[src/rtl/instr_fetch_unit_pkg.sv]
// phi_fetch_pkg: shared fetch FSM states and instruction layout constants.
package phi_fetch_pkg;

    typedef enum logic [1:0] {IDLE, REQ, HOLD, DISCARD} fetch_state_t;

    localparam int INSTR_BYTES = 4;
    localparam int OPCODE_MSB  = 31;
    localparam int OPCODE_LSB  = 26;

    function automatic logic [5:0] opcodeOf(input logic [31:0] instr);
        return instr[OPCODE_MSB:OPCODE_LSB];
    endfunction

endpackage

[src/rtl/instr_fetch_unit.sv]
// instr_fetch_unit: owns the PC, fetches words over req/ack and hands them to decode over valid/ready.
module instr_fetch_unit
    import phi_fetch_pkg::*;
#(
    parameter logic [31:0] RESET_PC = 32'h0000_0000
) (
    input  logic        clk,
    input  logic        rst_n,
    input  logic        fetch_enable,
    output logic        imem_req,
    output logic [31:0] imem_addr,
    input  logic        imem_ack,
    input  logic [31:0] imem_rdata,
    output logic        ifid_valid,
    input  logic        ifid_ready,
    output logic [31:0] ifid_instr,
    output logic [31:0] ifid_pc,
    output logic [31:0] ifid_pc_plus4,
    input  logic        redirect_valid,
    input  logic [31:0] redirect_target,
    output logic        misalign_err
);

    fetch_state_t state, stateNext;
    logic [31:0]  pc, pcNext, reqAddr, reqAddrNext;
    logic [31:0]  slotInstr, slotInstrNext, slotPc, slotPcNext;
    logic         slotValid, slotValidNext, errFlag, errFlagNext;
    logic [31:0]  targetAligned;

    assign targetAligned = {redirect_target[31:2], 2'b00};

    always_ff @(posedge clk or negedge rst_n) begin
        if (!rst_n) begin
            state     <= IDLE;
            pc        <= RESET_PC;
            reqAddr   <= RESET_PC;
            slotInstr <= '0;
            slotPc    <= '0;
            slotValid <= 1'b0;
            errFlag   <= 1'b0;
        end else begin
            state     <= stateNext;
            pc        <= pcNext;
            reqAddr   <= reqAddrNext;
            slotInstr <= slotInstrNext;
            slotPc    <= slotPcNext;
            slotValid <= slotValidNext;
            errFlag   <= errFlagNext;
        end
    end

    // A redirect always retargets the PC; the case below only decides what happens to in-flight work.
    always_comb begin
        stateNext     = state;
        pcNext        = redirect_valid ? targetAligned : pc;
        reqAddrNext   = reqAddr;
        slotInstrNext = slotInstr;
        slotPcNext    = slotPc;
        slotValidNext = slotValid;
        errFlagNext   = errFlag | (redirect_valid && (redirect_target[1:0] != 2'b00));
        case (state)
            IDLE: begin
                if (!redirect_valid && fetch_enable) begin
                    stateNext   = REQ;
                    reqAddrNext = pc;
                end
            end
            REQ: begin
                if (redirect_valid) begin
                    stateNext = imem_ack ? IDLE : DISCARD;
                end else if (imem_ack) begin
                    stateNext     = HOLD;
                    slotInstrNext = imem_rdata;
                    slotPcNext    = pc;
                    slotValidNext = 1'b1;
                    pcNext        = pc + INSTR_BYTES;
                end
            end
            HOLD: begin
                if (redirect_valid) begin
                    stateNext     = IDLE;
                    slotValidNext = 1'b0;
                end else if (slotValid && ifid_ready) begin
                    slotValidNext = 1'b0;
                    stateNext     = fetch_enable ? REQ : IDLE;
                    reqAddrNext   = fetch_enable ? pc : reqAddr;
                end
            end
            DISCARD: begin
                // The stale word is dropped; a redirect arriving with the ack leaves nothing in flight.
                if (imem_ack) begin
                    stateNext   = (fetch_enable && !redirect_valid) ? REQ : IDLE;
                    reqAddrNext = (fetch_enable && !redirect_valid) ? pc : reqAddr;
                end
            end
            default: stateNext = IDLE;
        endcase
    end

    assign imem_req      = (state == REQ) || (state == DISCARD);
    assign imem_addr     = reqAddr;
    assign ifid_valid    = slotValid;
    assign ifid_instr    = slotInstr;
    assign ifid_pc       = slotPc;
    assign ifid_pc_plus4 = slotPc + INSTR_BYTES;
    assign misalign_err  = errFlag;

endmodule

[config.mk]
export PLATFORM = sky130hd
export DESIGN_NAME = instr_fetch_unit
export DESIGN_NICKNAME = d
export VERILOG_FILES = /design/src/rtl/instr_fetch_unit_pkg.sv /design/src/rtl/instr_fetch_unit.sv
export SDC_FILE = /design/constraint.sdc
export NUM_CORES = 1
export LEC_CHECK = 0
export CAP_MARGIN = 10
export CORE_ASPECT_RATIO = 1.75
export CORE_UTILIZATION = 45
export DETAILED_ROUTE_END_ITERATION = 12
export PLACE_DENSITY = 0.89
export SLEW_MARGIN = 25
export SYNTH_ARGS = -nofsm -noshare
export SYNTH_HDL_FRONTEND = slang
export SYNTH_SLANG_ARGS = --single-unit
[constraint.sdc]
create_clock -name clk -period 2.4 [get_ports clk]
set_clock_uncertainty 0.15 [all_clocks]
set_input_delay 0.36 -clock clk [delete_from_list [all_inputs] [get_ports clk]]
set_output_delay 0.36 -clock clk [all_outputs]
set_load 0.02 [all_outputs]
After elaboration in Yosys (flattened, before gate mapping):

Cells that the tools add are included.

* add/sub/neg operators: 2
* eq/ne operators: 12
* mux-type cells: 25
* bitwise logic cells: 2
* reduce and logical (&&, ||, !) cells: 13

Operator list (count)
* $mux W32: 9
* $pmux W32 S3: 1
* $add A32 B3 Y32 const B: 2
* $mux W2: 7
* $ne A2 B2 Y1 const B: 7
* $pmux W2 S4: 1
* $reduce_and A4 Y1: 2
* $mux W1: 6
* $ne A3 B3 Y1 const B: 2
* $reduce_and A5 Y1: 1
* $eq A2 B2 Y1 const B: 2
* $reduce_bool A2 Y1: 2
* $logic_and A1 B1 Y1: 3
* $reduce_and A3 Y1: 1
* $reduce_bool A3 Y1: 1
* $eq A2 B1 Y1 const B: 1
* $logic_not A2 Y1: 1
* $pmux W1 S2: 1
* $logic_not A1 Y1: 1
* $logic_or A1 B1 Y1: 1
* $not A1 Y1: 1
* $or A1 B1 Y1: 1

* register bits after elaboration: 132
* output and inout bits: 131
* logic and storage cells: 61

Depth between registers and ports, before layout:

* depth after elaboration: 5
* gate-level depth with buffers: 7
* gate-level depth less buffers: 6

Least setup slack after synthesis:

Ideal clock, no wire load.

* path kind: flip-flop to output port
* from: reg slotPc[9] (netlist: ifid_pc[9])
* to: out ifid_pc_plus4[24]
* arrival time: 1.858 ns
* required time: 1.890 ns
* path slack: 0.032 ns
* cell stages (with the launch flop): 6
* cells stage by stage: dfrtp_1 -> and4_1 -> nand4_1 -> nor3_2 -> nand4_1 -> xnor2_1

* word-level cells in the longest chain between the ends: 1

RTL lines
* start, declared: RTL line instr_fetch_unit.sv:26 `logic [31:0] slotInstr, slotInstrNext, slotPc, slotPcNext;`
* start signal, assigned: RTL line instr_fetch_unit.sv:46 `slotPc <= slotPcNext;`
* $add A32 B3 Y32: RTL line instr_fetch_unit.sv:105 `assign ifid_pc_plus4 = slotPc + INSTR_BYTES;`
* end, declared: RTL line instr_fetch_unit.sv:18 `output logic [31:0] ifid_pc_plus4,`

No other way between the ends.

Worst setup path after layout:

* from: reg slotPc[11] (netlist: ifid_pc[11])
* to: out ifid_pc_plus4[30]

Same word-level chain as after synthesis.

==> impl_results.md <==
- Overall die width: between 90 and 100 um
- Final GP Congestion: 0.8596
- Final setup margin: -0.1910 ns
- Drt first pass iters: 5
- Die ar.: 14210 um2
- Power density cells: about 1100 nW/um2
- Mean post-synth cell area: 9.370 um2
- # setup viols final: 14
- Final period util: 1.080
- Relative slew margins: 0.6861
- GRT Total Usage: 0.2824
- CP max-delay cell: dfrtp_1
- Path depth of the worst reg2reg path: 6
- Max_cap viols: 0
- Vias/cell: 5.463
- R2r setup slk: 0.21 ns
- Worst-Skew Late Latency: 0.42 ns
- Initial DRC count: 418
- Post-route ant nets: 0
- Most common cell after layout, fill and taps aside: nand2_1
- I/O Pins: 201
- Asr flop ratio synth: 1.000
- Clk sinks: roughly 130
- Initial antenna violation count: 2
- RSZ-0062 raised after global routing: true
- Crit-path cells: and4_4, nand4_1, nor3_2, buf_6, buf_4, nand3_2, xnor2_2, buf_4
- HP Class: in2async
- Chip height: 157.0 um
- Worst r2r src: pc[2]
- Violated checks: setup timing
- Layout cells sized above 1: 0.2090
- Synthesized Nets: 731
- Number of synthesized flops with an enable pin: 0
- #FFs+latches synth: 132
- Critical Path AT: approximately 2.1 ns
- Clk slew on worst S/H paths: 0.05 ns
- DR DRC count: 0
- Port Buffers: 200
- Clock buffer depth: 2
- Leakage: 4.403 nW
- Starting Density: 0.4614
- Worst setup startpoint: ifid_pc[11]
- Via count: between 6000 and 7000
- Drt total wl: 19550 um
- Dpl ws: -0.1845 ns
- Mapped cell area: 6175 um2
- Post-synthesis cell type count: 52
- CP required: 1.89 ns
- Vias in the first global route: around 6000
- Slew Viols, Final: 0
- Final hold violation count: 0
- Routed WL per cell: 17.62 um
- Util after Layout: 0.7128
- Syn Inst Count: 659
- Crit path top cell by count: buf_4
- Post-DP HPWL: 13760 um
- Grt ovf: 0
- Sequential area share after synthesis: 0.5350
- First-pass GRT wire length: 31030 um
- Cts bufs inserted: 17
- Synthesis warning total: 0
- Startpoint Class: register
- Tightest Pin Transition: 0.4673 ns
- H-Tree Depth: 4
- Most frequent cells in the layout: 225 x nand2_1, 171 x clkdlybuf4s50_1, 132 x dfrtp_1
- CTS tree: yes
- Placement row count: 56
- Setup CP Type: reg2out
- CP peak stage delay: around 0.35 ns
- Post-layout min period: roughly 2.6 ns
- Critical path capture point type: output pin
- Max frequency: 386.0 MHz
- Core box area: around 13000 um2
- Worst vdd ir: 0.6354 mV
- Outcome: complete, but fails checks
- CP Max Fanout: 7
- CTS Root Cell: clkbuf_16
- End of the worst register-to-register path: pc[20]
- Pin count of the biggest net entering global routing: 47
- Area Overhead vs Synth: 54.49%
- Fin nets: 994
- Main synth FF type: dfrtp_1
-- timing repair --
action	CTS	global route
buffers inserted	8	2
setup endpoints to repair	27	23
pin swaps	18	14
gates resized for setup	116	30
cloned	0	0
hold buffers	1	0
endpoints found under the hold margin	35	0
-- synth_stat cells (4+ instances only) --
cell / n / area [um2]
and3_1: 9 / 56.30
nor2_1: 28 / 105.1
nor3_1: 6 / 30.03
a21oi_1: 9 / 45.04
o211ai_1: 7 / 52.55
and4_1: 4 / 35.03
nand4_1: 14 / 87.58
buf_2: 6 / 30.03
xnor2_1: 20 / 175.2
inv_1: 10 / 37.54
a221o_1: 4 / 40.04
clkbuf_1: 22 / 82.58
o22ai_1: 4 / 25.02
nand3_1: 28 / 140.1
mux2_2: 30 / 337.8
nand2_1: 228 / 855.8
nor2b_1: 5 / 31.28
buf_1: 4 / 15.01
o21ai_0: 19 / 95.09
dfrtp_1: 132 / 3303
xor2_1: 9 / 78.83
a211oi_1: 4 / 30.03
-- layout make-up --
class	instances	area (um2)
Clock inverter	9	80.08
Antenna cell	2	5.005
Clock buffer	21	480.5
Timing Repair Buffer	279	2586
Sequential cell	132	3303
Tap cell	174	217.7
Multi-Input combinational cell	482	2829
Fill cell	921	3844
Inverter	10	37.54
-- kinds of logic after synthesis --
| group | after synthesis | share of synthesized area |
|---|---|---|
| flops | 132 | 0.5350 |
| xor+xnor | 29 | 0.04114 |
| fa+ha+maj | 2 | 0.004052 |
| simple gates | 353 | 0.2600 |
| compound gates | 65 | 0.06991 |
| mux | 33 | 0.05957 |
| buf+inv | 45 | 0.03040 |
-- power breakdown --
| group | switching (mW) | internal, mW |
|---|---|---|
| clock network | 0.938 | 1.51 |
| registers | 0.469 | 2.86 |
| logic | 2.23 | 2.09 |
-- critical path, delay by kind of cell, from the launching register on --
family                 cells  cell delay, ns
buffers and inverters      3            0.45
AND/OR/NAND/NOR            4            0.73
flip-flops                 1            0.35
XOR/XNOR                   1            0.13
-- sequential cells by signal (all words and copies together) (netlist names) --
name	flops
pc	32
ifid_instr	32
misalign_err	1
ifid_pc	32
imem_addr	32
ifid_valid	1
state	2
-- per-stage QoR --
stage	setup TNS, ns	instance area, um2	cells	power (mW)	hold WS [ns]
6_report	-1.772	9539	1109	10.11	0.2636
5_1_grt	-3.189	9539	1109	10.58	0.3015
4_1_cts	-1.407	9458	1106	10.09	0.2646
3_5_place_dp	-1.705	8830	1067	7.687	0.1304
3_3_place_gp	-0.9913	8830	1067	7.551	0.1272
2_1_floorplan	0	6175	659	5.248	-0.08559
-- routing by layer --
metal	vias up	share of wire	GRT usage
li1	2761	-	-
met1	2915	0.35	0.2938
met2	293	0.54	0.5000
met3	89	0.050	0.05556
met4	0	0.062	0.2120
met5	-	0	0
-- how the worst max path moves through the flow --
stage | end
CTS | ifid_pc_plus4[28]
global placement | ifid_pc_plus4[27]
floorplan | ifid_pc_plus4[24]
global route | ifid_pc_plus4[30]
finish | ifid_pc_plus4[30]
detailed placement | ifid_pc_plus4[31]
Power figures use the tool's default switching activity.
